### src/rtl/btn_pulse_conditioner.sv
// Push-button front end: per channel a two-flop synchronizer, a debounce FSM,
// and a registered level with one-cycle rise/fall pulses.
module btn_pulse_conditioner #(
    parameter int N_BTN    = 4,
    parameter int DB_COUNT = 8,
    parameter int CW       = 16
) (
    input  logic             clkin,
    input  logic             btnR,
    input  logic             ce,
    input  logic [N_BTN-1:0] btn_in,
    output logic [N_BTN-1:0] btn_lvl,
    output logic [N_BTN-1:0] btn_rise,
    output logic [N_BTN-1:0] btn_fall
);

    typedef enum logic [1:0] {
        LO,
        WAIT_HI,
        HI,
        WAIT_LO
    } state_t;

    localparam logic [CW-1:0] CNT_LAST = CW'(DB_COUNT - 1);

    logic [N_BTN-1:0] sync_a;
    logic [N_BTN-1:0] sync_b;
    state_t           state [N_BTN];
    logic [CW-1:0]    cnt   [N_BTN];

    // The WAIT states count ce-qualified agreeing samples; any reversal of the
    // synchronized input drops straight back to the settled state, regardless of ce.
    always_ff @(posedge clkin) begin
        if (btnR) begin
            sync_a   <= '0;
            sync_b   <= '0;
            btn_lvl  <= '0;
            btn_rise <= '0;
            btn_fall <= '0;
            for (int i = 0; i < N_BTN; i++) begin
                state[i] <= LO;
                cnt[i]   <= '0;
            end
        end else begin
            sync_a <= btn_in;
            sync_b <= sync_a;
            for (int i = 0; i < N_BTN; i++) begin
                btn_rise[i] <= 1'b0;
                btn_fall[i] <= 1'b0;
                case (state[i])
                    LO: begin
                        if (sync_b[i]) begin
                            state[i] <= WAIT_HI;
                            cnt[i]   <= '0;
                        end
                    end
                    WAIT_HI: begin
                        if (!sync_b[i]) begin
                            state[i] <= LO;
                            cnt[i]   <= '0;
                        end else if (ce) begin
                            if (cnt[i] == CNT_LAST) begin
                                state[i]    <= HI;
                                cnt[i]      <= '0;
                                btn_lvl[i]  <= 1'b1;
                                btn_rise[i] <= 1'b1;
                            end else begin
                                cnt[i] <= cnt[i] + CW'(1);
                            end
                        end
                    end
                    HI: begin
                        if (!sync_b[i]) begin
                            state[i] <= WAIT_LO;
                            cnt[i]   <= '0;
                        end
                    end
                    WAIT_LO: begin
                        if (sync_b[i]) begin
                            state[i] <= HI;
                            cnt[i]   <= '0;
                        end else if (ce) begin
                            if (cnt[i] == CNT_LAST) begin
                                state[i]    <= LO;
                                cnt[i]      <= '0;
                                btn_lvl[i]  <= 1'b0;
                                btn_fall[i] <= 1'b1;
                            end else begin
                                cnt[i] <= cnt[i] + CW'(1);
                            end
                        end
                    end
                    default: begin
                        state[i] <= LO;
                        cnt[i]   <= '0;
                    end
                endcase
            end
        end
    end

endmodule

### config.mk
export PLATFORM = sky130hd
export DESIGN_NAME = btn_pulse_conditioner
export DESIGN_NICKNAME = d
export VERILOG_FILES = /design/src/rtl/btn_pulse_conditioner.sv
export SDC_FILE = /design/constraint.sdc
export NUM_CORES = 1
export LEC_CHECK = 0
export CORE_MARGIN = 5
export CORE_UTILIZATION = 55
export DETAILED_ROUTE_END_ITERATION = 16
export GPL_TIMING_DRIVEN = 0
export HOLD_SLACK_MARGIN = 0.03
export PLACE_DENSITY = 0.76
export RECOVER_POWER = 100
export SLEW_MARGIN = 20
export SYNTH_ARGS = -nofsm -noshare
export SYNTH_HDL_FRONTEND = slang
export SYNTH_SLANG_ARGS = --single-unit
### constraint.sdc
create_clock -name clkin -period 2.55 [get_ports clkin]
set_clock_uncertainty 0.15 [all_clocks]
set_input_delay 0.51 -clock clkin [delete_from_list [all_inputs] [get_ports clkin]]
set_output_delay 0.51 -clock clkin [all_outputs]
set_load 0.005 [all_outputs]
Word level (Yosys, flattened, before mapping) --
Memory sizes are Yosys's and may differ from the RTL's. Index checks and enable logic that the tools add are counted.
Storage, ports and cells: bits in registers 20, RAM bits 72, output and inout bits 12, memories kept 2
Memory list:
- cnt | words 4, bits a word 16, rd ports 4, clocked after Yosys merged registers in 0, write ports 4, RTL line 29 | logic [CW-1:0] cnt [N_BTN];
- state | words 4, bits a word 2, rd ports 4, clocked after Yosys merged registers in 0, write ports 4, RTL line 28 | state_t state [N_BTN];
Cells by class: add/subtract/negate cells 4, equal/unequal tests 40, mux-type cells 222, bitwise gates (word level) 56, reduce and logical (&&, ||, !) cells 12
Operators by type and width (number):
- 16-bit 2-to-1 mux | 32
- 1-bit 2-to-1 mux | 162
- 16-bit by 1-bit adder with 16-bit output, second input constant | 4
- 16-bit by 3-bit equality test with 1-bit output, second input constant | 4
- 1-bit OR | 56
- 2-bit 2-to-1 mux | 24
- 2-bit inequality test, second input constant | 24
- 7-bit AND reduction | 4
- 2-bit equality test, second input constant | 8
- 2-bit by 1-bit equality test with 1-bit output, second input constant | 4
- 2-bit logical NOT | 4
- 1-bit one-hot mux with 2 select lines | 4
- 2-bit nonzero test | 4

Longest topological paths before layout --
word-level depth 13, gate-level depth with buffers 8

Least setup slack after synthesis --
Ideal clock, no wire load.
path kind input to register, start in ce, end mem cnt[0][0] (enable), library setup time 411 ps, data arrival time 2014 ps, required time 1989 ps, slack -25 ps, stages 3, buffers on the path 1, cell sequence clkbuf_1 nor2_1 o21ai_0
RTL lines:
- start, declared | RTL line 10 | input logic ce,
- end, declared | RTL line 29

==> run_summary.xml <==
<?xml version="1.0" encoding="UTF-8"?>
<metrics>
  <group name="sta">
    <metric name="upper_clock_frequency_limit" unit="GHz">0.416</metric>
    <metric name="max_transition_viols_final" unit="">0</metric>
    <metric name="final_min_period_over_clock_period" unit="">0.942</metric>
    <metric name="crit_path_time_final" unit="ns">2.40</metric>
    <metric name="tns" unit="ns">0</metric>
    <metric name="timing.max_slew.rel_slack" unit="">0.445</metric>
    <metric name="final-setup-viol-count" unit="">0</metric>
    <metric name="rsz_0062_raised_after_global_routing" unit="">no</metric>
    <metric name="whs" unit="ns">0.290</metric>
    <metric name="tightestPinTransition" unit="ns">0.833</metric>
    <metric name="post-route-worst-setup-slack" unit="ns">0.148</metric>
    <metric name="timing_hold_violations_final" unit="">0</metric>
  </group>
  <group name="route">
    <metric name="detail_route.drc_violations" unit="">0</metric>
    <metric name="vias" unit="">3517</metric>
    <metric name="wirelength" unit="µm">9220</metric>
    <metric name="detailedRoute.firstIterationViolations" unit="">145</metric>
    <metric name="detail_route.vias_per_cell" unit="">5.70</metric>
    <metric name="antenna_violating_nets_post_route" unit="">0</metric>
    <metric name="wl_per_cell" unit="µm">14.9</metric>
    <metric name="firstDrtPassIters" unit="">5</metric>
  </group>
  <group name="place">
    <metric name="place_area" unit="mm²">0.00513</metric>
    <metric name="post-dp-hpwl" unit="µm">6240</metric>
    <metric name="post_place_setup_slack" unit="ns">-0.356</metric>
    <metric name="place_congestion" unit="">0.833</metric>
    <metric name="port_buffers" unit="">17</metric>
  </group>
  <group name="logic_synthesis">
    <metric name="synthCells" unit="">474</metric>
    <metric name="synth-warning-count" unit="">0</metric>
    <metric name="synth.avg_cell_area" unit="µm²">10.2</metric>
    <metric name="synth-seq-cells" unit="">92</metric>
    <metric name="postSynthNetCount" unit="">485</metric>
    <metric name="synth_area" unit="mm²">0.00481</metric>
    <metric name="ys.flop_type" unit="">sky130_fd_sc_hd__edfxtp_1</metric>
    <metric name="synth_cell_types" unit="">46</metric>
    <metric name="synthArstFlopShare" unit="">0</metric>
    <metric name="synth-seq-area-share" unit="">0.532</metric>
    <metric name="synth_edf_count" unit="">72</metric>
  </group>
  <group name="setup_path">
    <metric name="worstPathRequired" unit="ns">2.52</metric>
    <metric name="worst_setup_sp_type" unit="">flop</metric>
    <metric name="cp_data_arrival_time" unit="ns">2.37</metric>
    <metric name="path_class" unit="">flop to flop</metric>
    <metric name="crit_fanout" unit="">10</metric>
    <metric name="critical_path_endpoint_category" unit="">flop</metric>
  </group>
  <group name="clock_tree">
    <metric name="post_cts_hold_buffer_count" unit="">0</metric>
    <metric name="cts_sinks" unit="">92</metric>
    <metric name="cts.clk_slew.worst_paths" unit="ns">0.09</metric>
    <metric name="maximum_level_of_the_cts_h_tree" unit="">3</metric>
    <metric name="cts-buffers-inserted" unit="">9</metric>
    <metric name="clock-root-buffer" unit="">sky130_fd_sc_hd__clkbuf_8</metric>
    <metric name="tritoncts_clock_tree" unit="">built</metric>
    <metric name="worstSkewPairLatency" unit="ns">0.36</metric>
    <metric name="cts_max_path_buffers" unit="">2</metric>
  </group>
  <group name="finish">
    <metric name="nets" unit="">515</metric>
    <metric name="antenna_cells_inserted" unit="">0</metric>
    <metric name="finalInstanceArea" unit="mm²">0.00533</metric>
    <metric name="final_util" unit="">0.618</metric>
    <metric name="fraction_of_final_layout_cells_with_drive_strength_greater_than_1" unit="">0.0747</metric>
    <metric name="area_growth_syn_to_layout" unit="%">10.8</metric>
  </group>
  <group name="grt">
    <metric name="grt_max_degree" unit="">17</metric>
    <metric name="grt_antenna_before_repair" unit="">0</metric>
    <metric name="grt_util_met1" unit="">0.228</metric>
    <metric name="grt_pass1_vias" unit="">3326</metric>
    <metric name="grt_first_pass_wirelength" unit="µm">15300</metric>
    <metric name="gr-usage-met2" unit="">0.270</metric>
    <metric name="globalRouteOverflowTotal" unit="">0</metric>
    <metric name="grt_most_used_layer" unit="">met2</metric>
    <metric name="track_usage" unit="">0.170</metric>
    <metric name="met3_use_gr" unit="">0.0305</metric>
  </group>
  <group name="outcome">
    <metric name="outcome" unit="">finished, final reports clean</metric>
  </group>
  <group name="pwr">
    <metric name="static-leakage-power" unit="µW">0.00168</metric>
    <metric name="peakVddDrop" unit="V">0.000411</metric>
    <metric name="powerDensity" unit="mW/mm²">912</metric>
  </group>
  <group name="floorplan">
    <metric name="die_area" unit="mm²">0.0107</metric>
    <metric name="die_x" unit="µm">104</metric>
    <metric name="die_height" unit="µm">104</metric>
    <metric name="core_area" unit="mm²">0.00864</metric>
    <metric name="top_level_ports" unit="">19</metric>
    <metric name="initial_utilization" unit="">0.557</metric>
    <metric name="num_rows" unit="">34</metric>
  </group>
  <group name="hold_path">
    <metric name="worst_hold_path_class" unit="">flop to flop</metric>
  </group>
  <group name="job">
    <metric name="max_cap_viol_count" unit="">0</metric>
  </group>
</metrics>
[per-stage QoR]
step                total power (µW)  cells
global placement                3810    599
global route                    5150    617
CTS                             4890    615
detailed placement              3890    599
finish                          4860    617
floorplan                       3530    474
[metal layers]
metal | part of all wire | up-vias
met2 | 0.48 | 62
li1 | - | 1768
met5 | 0 | -
met4 | 0.014 | 0
met3 | 0.036 | 10
met1 | 0.47 | 1677
[cells by family after synthesis]
kind of cell | Yosys count | synth area share
compound gates | 30 | 0.0400
fa+ha+maj | 4 | 0.0104
xor+xnor | 61 | 0.111
buf+inv | 39 | 0.0335
flops | 92 | 0.532
simple gates | 248 | 0.273
[final timing paths]
| path | start | end | slack (ns) | cells after the start |
|---|---|---|---|---|
| hold reg to reg | sync_a[1] | sync_b[1] | 0.29 | 1 |
| setup / recovery | cnt[3][0] | cnt[3][14] | 0.15 | 6 |
| hold / removal | sync_a[1] | sync_b[1] | 0.29 | 1 |
| setup reg to reg | cnt[3][0] | cnt[3][14] | 0.15 | 6 |
[placed cells by master, fill, tap and decap left out, types with 3 or more instances in the layout]
cell	n
sky130_fd_sc_hd__nor3_1	23
sky130_fd_sc_hd__dfxtp_1	20
sky130_fd_sc_hd__nor3b_1	5
sky130_fd_sc_hd__nor2_1	83
sky130_fd_sc_hd__or4_1	7
sky130_fd_sc_hd__nand3_1	24
sky130_fd_sc_hd__nand4b_1	3
sky130_fd_sc_hd__nand2_1	26
sky130_fd_sc_hd__clkbuf_1	13
sky130_fd_sc_hd__nand4_1	20
sky130_fd_sc_hd__or3_1	3
sky130_fd_sc_hd__clkbuf_8	10
sky130_fd_sc_hd__clkdlybuf4s50_1	4
sky130_fd_sc_hd__buf_4	5
sky130_fd_sc_hd__o21ai_2	4
sky130_fd_sc_hd__xor2_1	14
sky130_fd_sc_hd__inv_1	20
sky130_fd_sc_hd__nor2b_1	14
sky130_fd_sc_hd__dlygate4sd3_1	12
sky130_fd_sc_hd__buf_2	4
sky130_fd_sc_hd__edfxtp_1	72
sky130_fd_sc_hd__nor4_1	21
sky130_fd_sc_hd__xnor2_1	47
sky130_fd_sc_hd__a21oi_1	7
sky130_fd_sc_hd__o21ai_0	6
[Yosys cell counts, types with 14 or more instances]
master / count / area share
sky130_fd_sc_hd__dfxtp_1: 20 / 0.083
sky130_fd_sc_hd__nand4_1: 20 / 0.026
sky130_fd_sc_hd__nor2b_1: 14 / 0.018
sky130_fd_sc_hd__nand3_1: 24 / 0.025
sky130_fd_sc_hd__nand2_1: 26 / 0.020
sky130_fd_sc_hd__inv_1: 20 / 0.016
sky130_fd_sc_hd__xnor2_1: 47 / 0.086
sky130_fd_sc_hd__edfxtp_1: 72 / 0.45
sky130_fd_sc_hd__nor2_1: 83 / 0.065
sky130_fd_sc_hd__xor2_1: 14 / 0.025
sky130_fd_sc_hd__nor4_1: 21 / 0.027
sky130_fd_sc_hd__nor3_1: 23 / 0.024
[critical path, cell delays in order (launching register included)]
cell	delay (ns)
sky130_fd_sc_hd__edfxtp_1	0.42
sky130_fd_sc_hd__ha_2	0.25
sky130_fd_sc_hd__or4bb_1	0.55
sky130_fd_sc_hd__nor4_2	0.26
sky130_fd_sc_hd__a21o_2	0.25
sky130_fd_sc_hd__buf_4	0.20
sky130_fd_sc_hd__nor2_1	0.07
[cell type report]
type	instances	area [µm²]
multi-input cells	343	2100
clock buffers	12	145
clock inverters	4	48.8
repair buffers	20	186
plain buffers	18	82.6
well taps	108	135
fillers	701	3300
flip-flops and latches	92	2560
inverters	20	75.1
[flip-flops by register name, summed over array words and instances (netlist names)]
| register | flops |
|---|---|
| sync_b | 4 |
| btn_fall | 4 |
| sync_a | 4 |
| cnt | 64 |
| state | 8 |
| btn_lvl | 4 |
| btn_rise | 4 |
[power by group]
group,total [µW],switching (µW),internal [µW]
clock,986,508,478
combinational,1190,685,501
sequential,2690,503,2180
[repair_timing]
action | 4_1_cts | 5_1_grt
setup buffers | 0 | 3
resized for setup | 0 | 10
setup endpoints to repair | 0 | 86
Note: power is estimated with default switching activity, not from simulation.
